### config.mk
export PLATFORM = sky130hd
export DESIGN_NAME = fp32_row_replay_buf
export DESIGN_NICKNAME = d
export VERILOG_FILES = /design/src/rtl/fp32_row_replay_buf.sv
export SDC_FILE = /design/constraint.sdc
export NUM_CORES = 1
export LEC_CHECK = 0
export CORE_ASPECT_RATIO = 0.6
export CORE_UTILIZATION = 40
export CTS_CLUSTER_SIZE = 30
export DETAILED_ROUTE_END_ITERATION = 8
export PLACE_DENSITY_LB_ADDON = 0.15
export SETUP_SLACK_MARGIN = 0.5
export SLEW_MARGIN = 25
export SYNTH_ARGS = -nofsm -noshare
export SYNTH_HDL_FRONTEND = slang
export SYNTH_SLANG_ARGS = --single-unit
### constraint.sdc
create_clock -name clk -period 3.7 [get_ports clk]
set_clock_uncertainty 0.05 [all_clocks]
set_input_delay 0.37 -clock clk [delete_from_list [all_inputs] [get_ports clk]]
set_output_delay 0.37 -clock clk [all_outputs]
set_load 0.02 [all_outputs]
### src/rtl/fp32_row_replay_buf.sv
// Ping-pong row buffer: captures a score row, waits for that row's max from
// fp32_row_max, then replays each element paired with the row max.
// Handshake: a beat transfers on a rising clk edge where valid && ready are
// both high; once out_valid rises, out_* stay stable until out_ready accepts.
module fp32_row_replay_buf #(
  parameter int T = 4
) (
  input  logic        clk,
  input  logic        rst,
  input  logic        in_valid,
  input  logic [31:0] in_fp32,
  input  logic        row_start,
  input  logic        row_last,
  output logic        in_ready,
  input  logic        max_valid,
  input  logic [31:0] max_fp32,
  output logic        out_valid,
  input  logic        out_ready,
  output logic [31:0] out_fp32,
  output logic [31:0] out_max,
  output logic        out_first,
  output logic        out_last,
  output logic        err
);
  localparam int CNT_W = (T <= 1) ? 1 : $clog2(T + 1);
  localparam int IDX_W = (T <= 1) ? 1 : $clog2(T);
  localparam logic [CNT_W-1:0] T_CNT = CNT_W'(T);

  typedef enum logic [1:0] {S_EMPTY, S_FILLING, S_WAIT_MAX, S_READY} bank_st_e;

  bank_st_e         r_st[2];
  bank_st_e         w_st_nxt[2];
  logic [CNT_W-1:0] r_len[2];
  logic [CNT_W-1:0] w_len_nxt[2];
  logic [31:0]      r_elem[2][T];
  logic [31:0]      r_max[2];
  logic             r_wr_bank, w_wr_bank_nxt;
  logic             r_rd_bank, w_rd_bank_nxt;
  // Load pointer: next element to move into the output register. It runs
  // ahead of r_rd_bank, which names the bank whose beat sits in the output.
  logic             r_ld_bank;
  logic [CNT_W-1:0] r_ld_idx;
  logic             r_out_valid, r_out_first, r_out_last, r_err;
  logic [31:0]      r_out_fp32, r_out_max;

  logic             w_in_ready, w_acc, w_wr_en, w_err_set;
  logic [IDX_W-1:0] w_wr_idx;
  logic             w_max_tgt, w_max_hit;
  logic             w_fire, w_slot_free, w_ld_ready, w_ld_bypass, w_load, w_ld_last;

  assign w_in_ready  = (r_st[r_wr_bank] == S_EMPTY) || (r_st[r_wr_bank] == S_FILLING);
  assign w_acc       = in_valid && w_in_ready;
  // Oldest WAIT_MAX bank: the draining bank first, otherwise the other one.
  assign w_max_tgt   = (r_st[r_rd_bank] == S_WAIT_MAX) ? r_rd_bank : ~r_rd_bank;
  assign w_max_hit   = max_valid && (r_st[w_max_tgt] == S_WAIT_MAX);
  assign w_fire      = r_out_valid && out_ready;
  assign w_slot_free = !r_out_valid || out_ready;
  assign w_ld_ready  = (r_st[r_ld_bank] == S_READY);
  // Bypass lets the first beat load on the same edge the max arrives.
  assign w_ld_bypass = w_max_hit && (w_max_tgt == r_ld_bank);
  assign w_load      = w_slot_free && (w_ld_ready || w_ld_bypass);
  assign w_ld_last   = (r_ld_idx == r_len[r_ld_bank] - CNT_W'(1));

  // Next-state of both bank FSMs, write/read bank pointers and error detection.
  always_comb begin
    w_st_nxt      = r_st;
    w_len_nxt     = r_len;
    w_wr_bank_nxt = r_wr_bank;
    w_rd_bank_nxt = r_rd_bank;
    w_wr_en       = 1'b0;
    w_wr_idx      = '0;
    w_err_set     = 1'b0;
    if (in_valid && !w_in_ready) begin
      w_err_set = 1'b1;
    end else if (w_acc) begin
      if (row_start) begin
        // A new row_start restarts the bank, discarding any partial row.
        w_wr_en                = 1'b1;
        w_len_nxt[r_wr_bank]   = CNT_W'(1);
        w_st_nxt[r_wr_bank]    = row_last ? S_WAIT_MAX : S_FILLING;
        if (row_last) w_wr_bank_nxt = ~r_wr_bank;
      end else if (r_st[r_wr_bank] == S_EMPTY) begin
        w_err_set = 1'b1;
      end else if (r_len[r_wr_bank] == T_CNT) begin
        // Overflow beat is dropped; a row_last on it still closes the row.
        w_err_set = 1'b1;
        if (row_last) begin
          w_st_nxt[r_wr_bank] = S_WAIT_MAX;
          w_wr_bank_nxt       = ~r_wr_bank;
        end
      end else begin
        w_wr_en              = 1'b1;
        w_wr_idx             = r_len[r_wr_bank][IDX_W-1:0];
        w_len_nxt[r_wr_bank] = r_len[r_wr_bank] + CNT_W'(1);
        if (row_last) begin
          w_st_nxt[r_wr_bank] = S_WAIT_MAX;
          w_wr_bank_nxt       = ~r_wr_bank;
        end
      end
    end
    if (max_valid) begin
      if (w_max_hit) w_st_nxt[w_max_tgt] = S_READY;
      else           w_err_set           = 1'b1;
    end
    if (w_fire && r_out_last) begin
      w_st_nxt[r_rd_bank] = S_EMPTY;
      w_rd_bank_nxt       = ~r_rd_bank;
    end
  end

  // Bank state, lengths and pointers.
  always_ff @(posedge clk or posedge rst) begin
    if (rst) begin
      r_st[0]   <= S_EMPTY;
      r_st[1]   <= S_EMPTY;
      r_len[0]  <= '0;
      r_len[1]  <= '0;
      r_wr_bank <= 1'b0;
      r_rd_bank <= 1'b0;
      r_ld_bank <= 1'b0;
      r_ld_idx  <= '0;
      r_err     <= 1'b0;
    end else begin
      r_st      <= w_st_nxt;
      r_len     <= w_len_nxt;
      r_wr_bank <= w_wr_bank_nxt;
      r_rd_bank <= w_rd_bank_nxt;
      r_err     <= r_err | w_err_set;
      if (w_load) begin
        if (w_ld_last) begin
          r_ld_bank <= ~r_ld_bank;
          r_ld_idx  <= '0;
        end else begin
          r_ld_idx  <= r_ld_idx + CNT_W'(1);
        end
      end
    end
  end

  // Row storage and per-bank max; contents are don't-care until written.
  always_ff @(posedge clk) begin
    if (w_wr_en) r_elem[r_wr_bank][w_wr_idx] <= in_fp32;
    if (w_max_hit) r_max[w_max_tgt] <= max_fp32;
  end

  // Output register: loads when empty or being accepted, holds while stalled.
  always_ff @(posedge clk or posedge rst) begin
    if (rst) begin
      r_out_valid <= 1'b0;
      r_out_fp32  <= '0;
      r_out_max   <= '0;
      r_out_first <= 1'b0;
      r_out_last  <= 1'b0;
    end else if (w_load) begin
      r_out_valid <= 1'b1;
      r_out_fp32  <= r_elem[r_ld_bank][r_ld_idx[IDX_W-1:0]];
      r_out_max   <= w_ld_ready ? r_max[r_ld_bank] : max_fp32;
      r_out_first <= (r_ld_idx == '0);
      r_out_last  <= w_ld_last;
    end else if (w_fire) begin
      r_out_valid <= 1'b0;
    end
  end

  assign in_ready  = w_in_ready;
  assign out_valid = r_out_valid;
  assign out_fp32  = r_out_fp32;
  assign out_max   = r_out_max;
  assign out_first = r_out_first;
  assign out_last  = r_out_last;
  assign err       = r_err;
endmodule

==> results.json <==
{
  "status": "finished clean",
  "layout_setup_ws_ns": 0.7102,
  "grt-ovfl-total": 0,
  "wl_per_cell_um": 20.41,
  "final_nets": 1093,
  "vdd_drop_max_v": 0.0004523,
  "root_buffer": "clkbuf_16",
  "drc": 0,
  "dr.pass1.iters": 4,
  "slew_violations": 0,
  "rows": 55,
  "pwr_density_cell_nw_per_um2": 764.2,
  "r2r_cells": 7,
  "cts_hold_buf": 0,
  "required_ns": 3.89,
  "antenna_found_initial": 1,
  "cp_num_cells": 7,
  "setup_tns_ns": 0,
  "yosysMostFrequentCell": "edfxtp_1",
  "synth_common_cells": "320 x edfxtp_1, 84 x dfrtp_1, 83 x nand2_1",
  "crit_fanout": 17,
  "slowest_stage": "nor2_4",
  "avgSynthCellArea_um2": 18.42,
  "ys_warn_count": 0,
  "antenna_left": 0,
  "post-route-util_pct": 50.02,
  "post-route-min-period_ns": 2.990,
  "setup_viol": 0,
  "syn_inst": 854,
  "crit_buf_inv": 1,
  "grt_start_max_net_pins": 89,
  "synth_area_leaders": "edfxtp_1 61%, dfrtp_1 13%, mux4_2 9.2%, mux2i_1 4.6%, mux2_2 2.5%",
  "grt_pass1_vias": 8064,
  "vias_per_cell": 5.054,
  "die-area_um2": 40160,
  "yosysSeqAreaShare_pct": 74.43,
  "startpoint_type": "register",
  "synth_flop_cell": "edfxtp_1",
  "cp-end-kind": "register",
  "grt_util_all_layers_pct": 16.13,
  "hold_violations": 0,
  "fin_cells": 1561,
  "synth_top_cell_area_share_pct": 61.07,
  "slowest_delay_ns": 0.65,
  "critical_path.cell_chain": "mux2i_1 > ha_1 > nand2_1 > a221o_1 > nand2_1 > nor2_4 > buf_16",
  "crit_type": "register to register",
  "relSlewSlack_pct": 47.55,
  "r2r-end": "r_elem[0][86]",
  "dp_hpwl_um": 19330,
  "pre_cts_ws_ns": 0.6607,
  "cp.arrival_ns": 3.18,
  "synth_edf_count": 320,
  "port_buffers": 139,
  "clk_latency_ns": 0.54,
  "rsz0062_at_grt": "no",
  "cap_violations": 0,
  "clkSinkCount": 404,
  "fp.dieW_um": 258.0,
  "reg2reg_slack_ns": 0.71,
  "cp-endpoint": "r_elem[0][86]",
  "drt-total-wl_um": 31850,
  "start_util_pct": 41.20,
  "coreArea_um2": 38190,
  "ios": 140,
  "crit_top_cell": "nand2_1",
  "h-tree-depth": 2,
  "synth_fp_nets": 930,
  "fin_crit_sh_pct": 80.81,
  "rr_startpoint": "r_wr_bank",
  "die_y_um": 155.6,
  "synth_cell_types": 45,
  "syn2layout_area_growth_pct": 21.42,
  "routabilityCongestion": 0.7391,
  "p_leak_nw": 6.824,
  "cts_buffers": 39,
  "dpl.cell_count": 1483,
  "num_vias": 7889,
  "critical_path.startpoint": "r_wr_bank",
  "postSynth.asyncResetShare_pct": 20.79,
  "tritoncts": "done",
  "grt_pass1_wl_um": 49310,
  "drive_above_1_share_pct": 18.53,
  "clk_pin_slew_worst_paths_ns": 0.06,
  "cts_buffer_depth": 3,
  "worstMarginPinSlew_ns": 0.7856,
  "ys_ff_latch": 404,
  "netlist_area_um2": 15730,
  "path_delay_family": "simple AND/OR/NAND/NOR gates",
  "hp-class": "input port to async pin",
  "yosysTopAreaCell": "edfxtp_1",
  "drtIter0Drc": 522,
  "fmax_mhz": 334.5
}
==> state kept, by name, summed over array words and instances, names as in the netlist <==
name and flops:
out_valid 1, r_st 4, r_ld_idx 3, err 1, r_max 64, out_first 1, r_len 6, out_max 32
r_wr_bank 1, r_ld_bank 1, out_last 1, r_elem 256, out_fp32 32, r_rd_bank 1
==> logic make-up (layout without fill, tap and decap cells) <==
kind of cell	count (synthesis)	in the layout	share of synthesized area (%)
flops	404	404	74.43
mux	172	172	16.31
simple gates	126	126	3.443
compound gates	90	90	3.237
buf+inv	50	243	1.789
xor+xnor	7	7	0.3897
fa+ha+maj	5	5	0.3976
other cells	0	1	0
==> routing by layer <==
metal,vias to the layer above,part of all wire [%],global-route usage (%)
met4,0,1.6,3.776
met2,143,44,23.37
met3,41,3.9,3.070
li1,3661,-,-
met5,-,0,0
met1,4044,51,25.03
==> what timing repair did <==
item                       CTS  global route
resized for setup            0             2
setup endpoints to repair    0            50
hold endpoints to repair     0             0
setup buffers                0             6
==> worst min path at each step <==
stage	start	to	slack (ns)	depth (start not counted)
3_3_place_gp	out_fp32[1]	out_fp32[1]	0.41	2
6_report	rst	out_max[0]	0.25	2
3_5_place_dp	out_fp32[1]	out_fp32[1]	0.42	2
4_1_cts	rst	out_max[0]	0.28	2
2_1_floorplan	r_len[3]	r_len[3]	0.41	1
5_1_grt	rst	out_max[0]	0.31	2
==> cell usage in the layout, fill, tap and decap left out, types with 2 or more instances in the layout <==
| cell | netlist | final |
|---|---|---|
| nor2_1 | 19 | 11 |
| inv_6 | 0 | 3 |
| mux2_2 | 35 | 35 |
| o21ai_0 | 69 | 69 |
| a221o_1 | 2 | 2 |
| o22a_1 | 4 | 4 |
| nor2b_1 | 5 | 5 |
| buf_6 | 4 | 2 |
| nand3_1 | 4 | 4 |
| buf_16 | 0 | 3 |
| mux4_2 | 64 | 64 |
| nand2_1 | 83 | 83 |
| buf_12 | 0 | 8 |
| edfxtp_1 | 320 | 320 |
| and2_1 | 2 | 2 |
| dfrtp_1 | 84 | 82 |
| clkdlybuf4s50_1 | 0 | 139 |
| clkbuf_1 | 12 | 15 |
| buf_4 | 2 | 11 |
| or3_1 | 2 | 2 |
| ha_1 | 5 | 5 |
| clkbuf_16 | 0 | 39 |
| clkinv_2 | 0 | 9 |
| and3_1 | 2 | 2 |
| xnor2_1 | 5 | 5 |
| xor2_1 | 2 | 2 |
| mux2i_1 | 73 | 73 |
| inv_1 | 8 | 7 |
| nor2_4 | 0 | 9 |
| a21oi_1 | 7 | 7 |
| clkbuf_8 | 0 | 4 |
==> power breakdown <==
group | switching, W | internal [W] | total [W] | leakage [nW]
combinational | 0.00257 | 0.00226 | 0.00483 | 2.34
sequential | 0.000444 | 0.00564 | 0.00608 | 3.91
clock | 0.00165 | 0.00205 | 0.00369 | 0.577
total | 0.00466 | 0.00994 | 0.0146 | 6.82
==> cell type report <==
type	instances	area, um^2
Clock inverter	13	75.07
Clock buffer	58	1087
Sequential cell	404	11720
Multi-Input combinational cell	400	3806
Inverter	9	36.28
Antenna cell	1	2.502
Tap cell	513	641.9
Fill cell	3146	19090
Timing Repair Buffer	163	1739
==> through the flow <==
stage	hold slack, ns	cell area, um^2	power, W
final	0.2472	19100	0.01460
after CTS	0.2791	19020	0.01483
after global placement	0.4115	17760	0.01105
after floorplan	0.4141	15770	0.009425
after detailed placement	0.4201	17860	0.01110
after global routing	0.3100	19100	0.01546
Power figures use the tool's default switching activity.
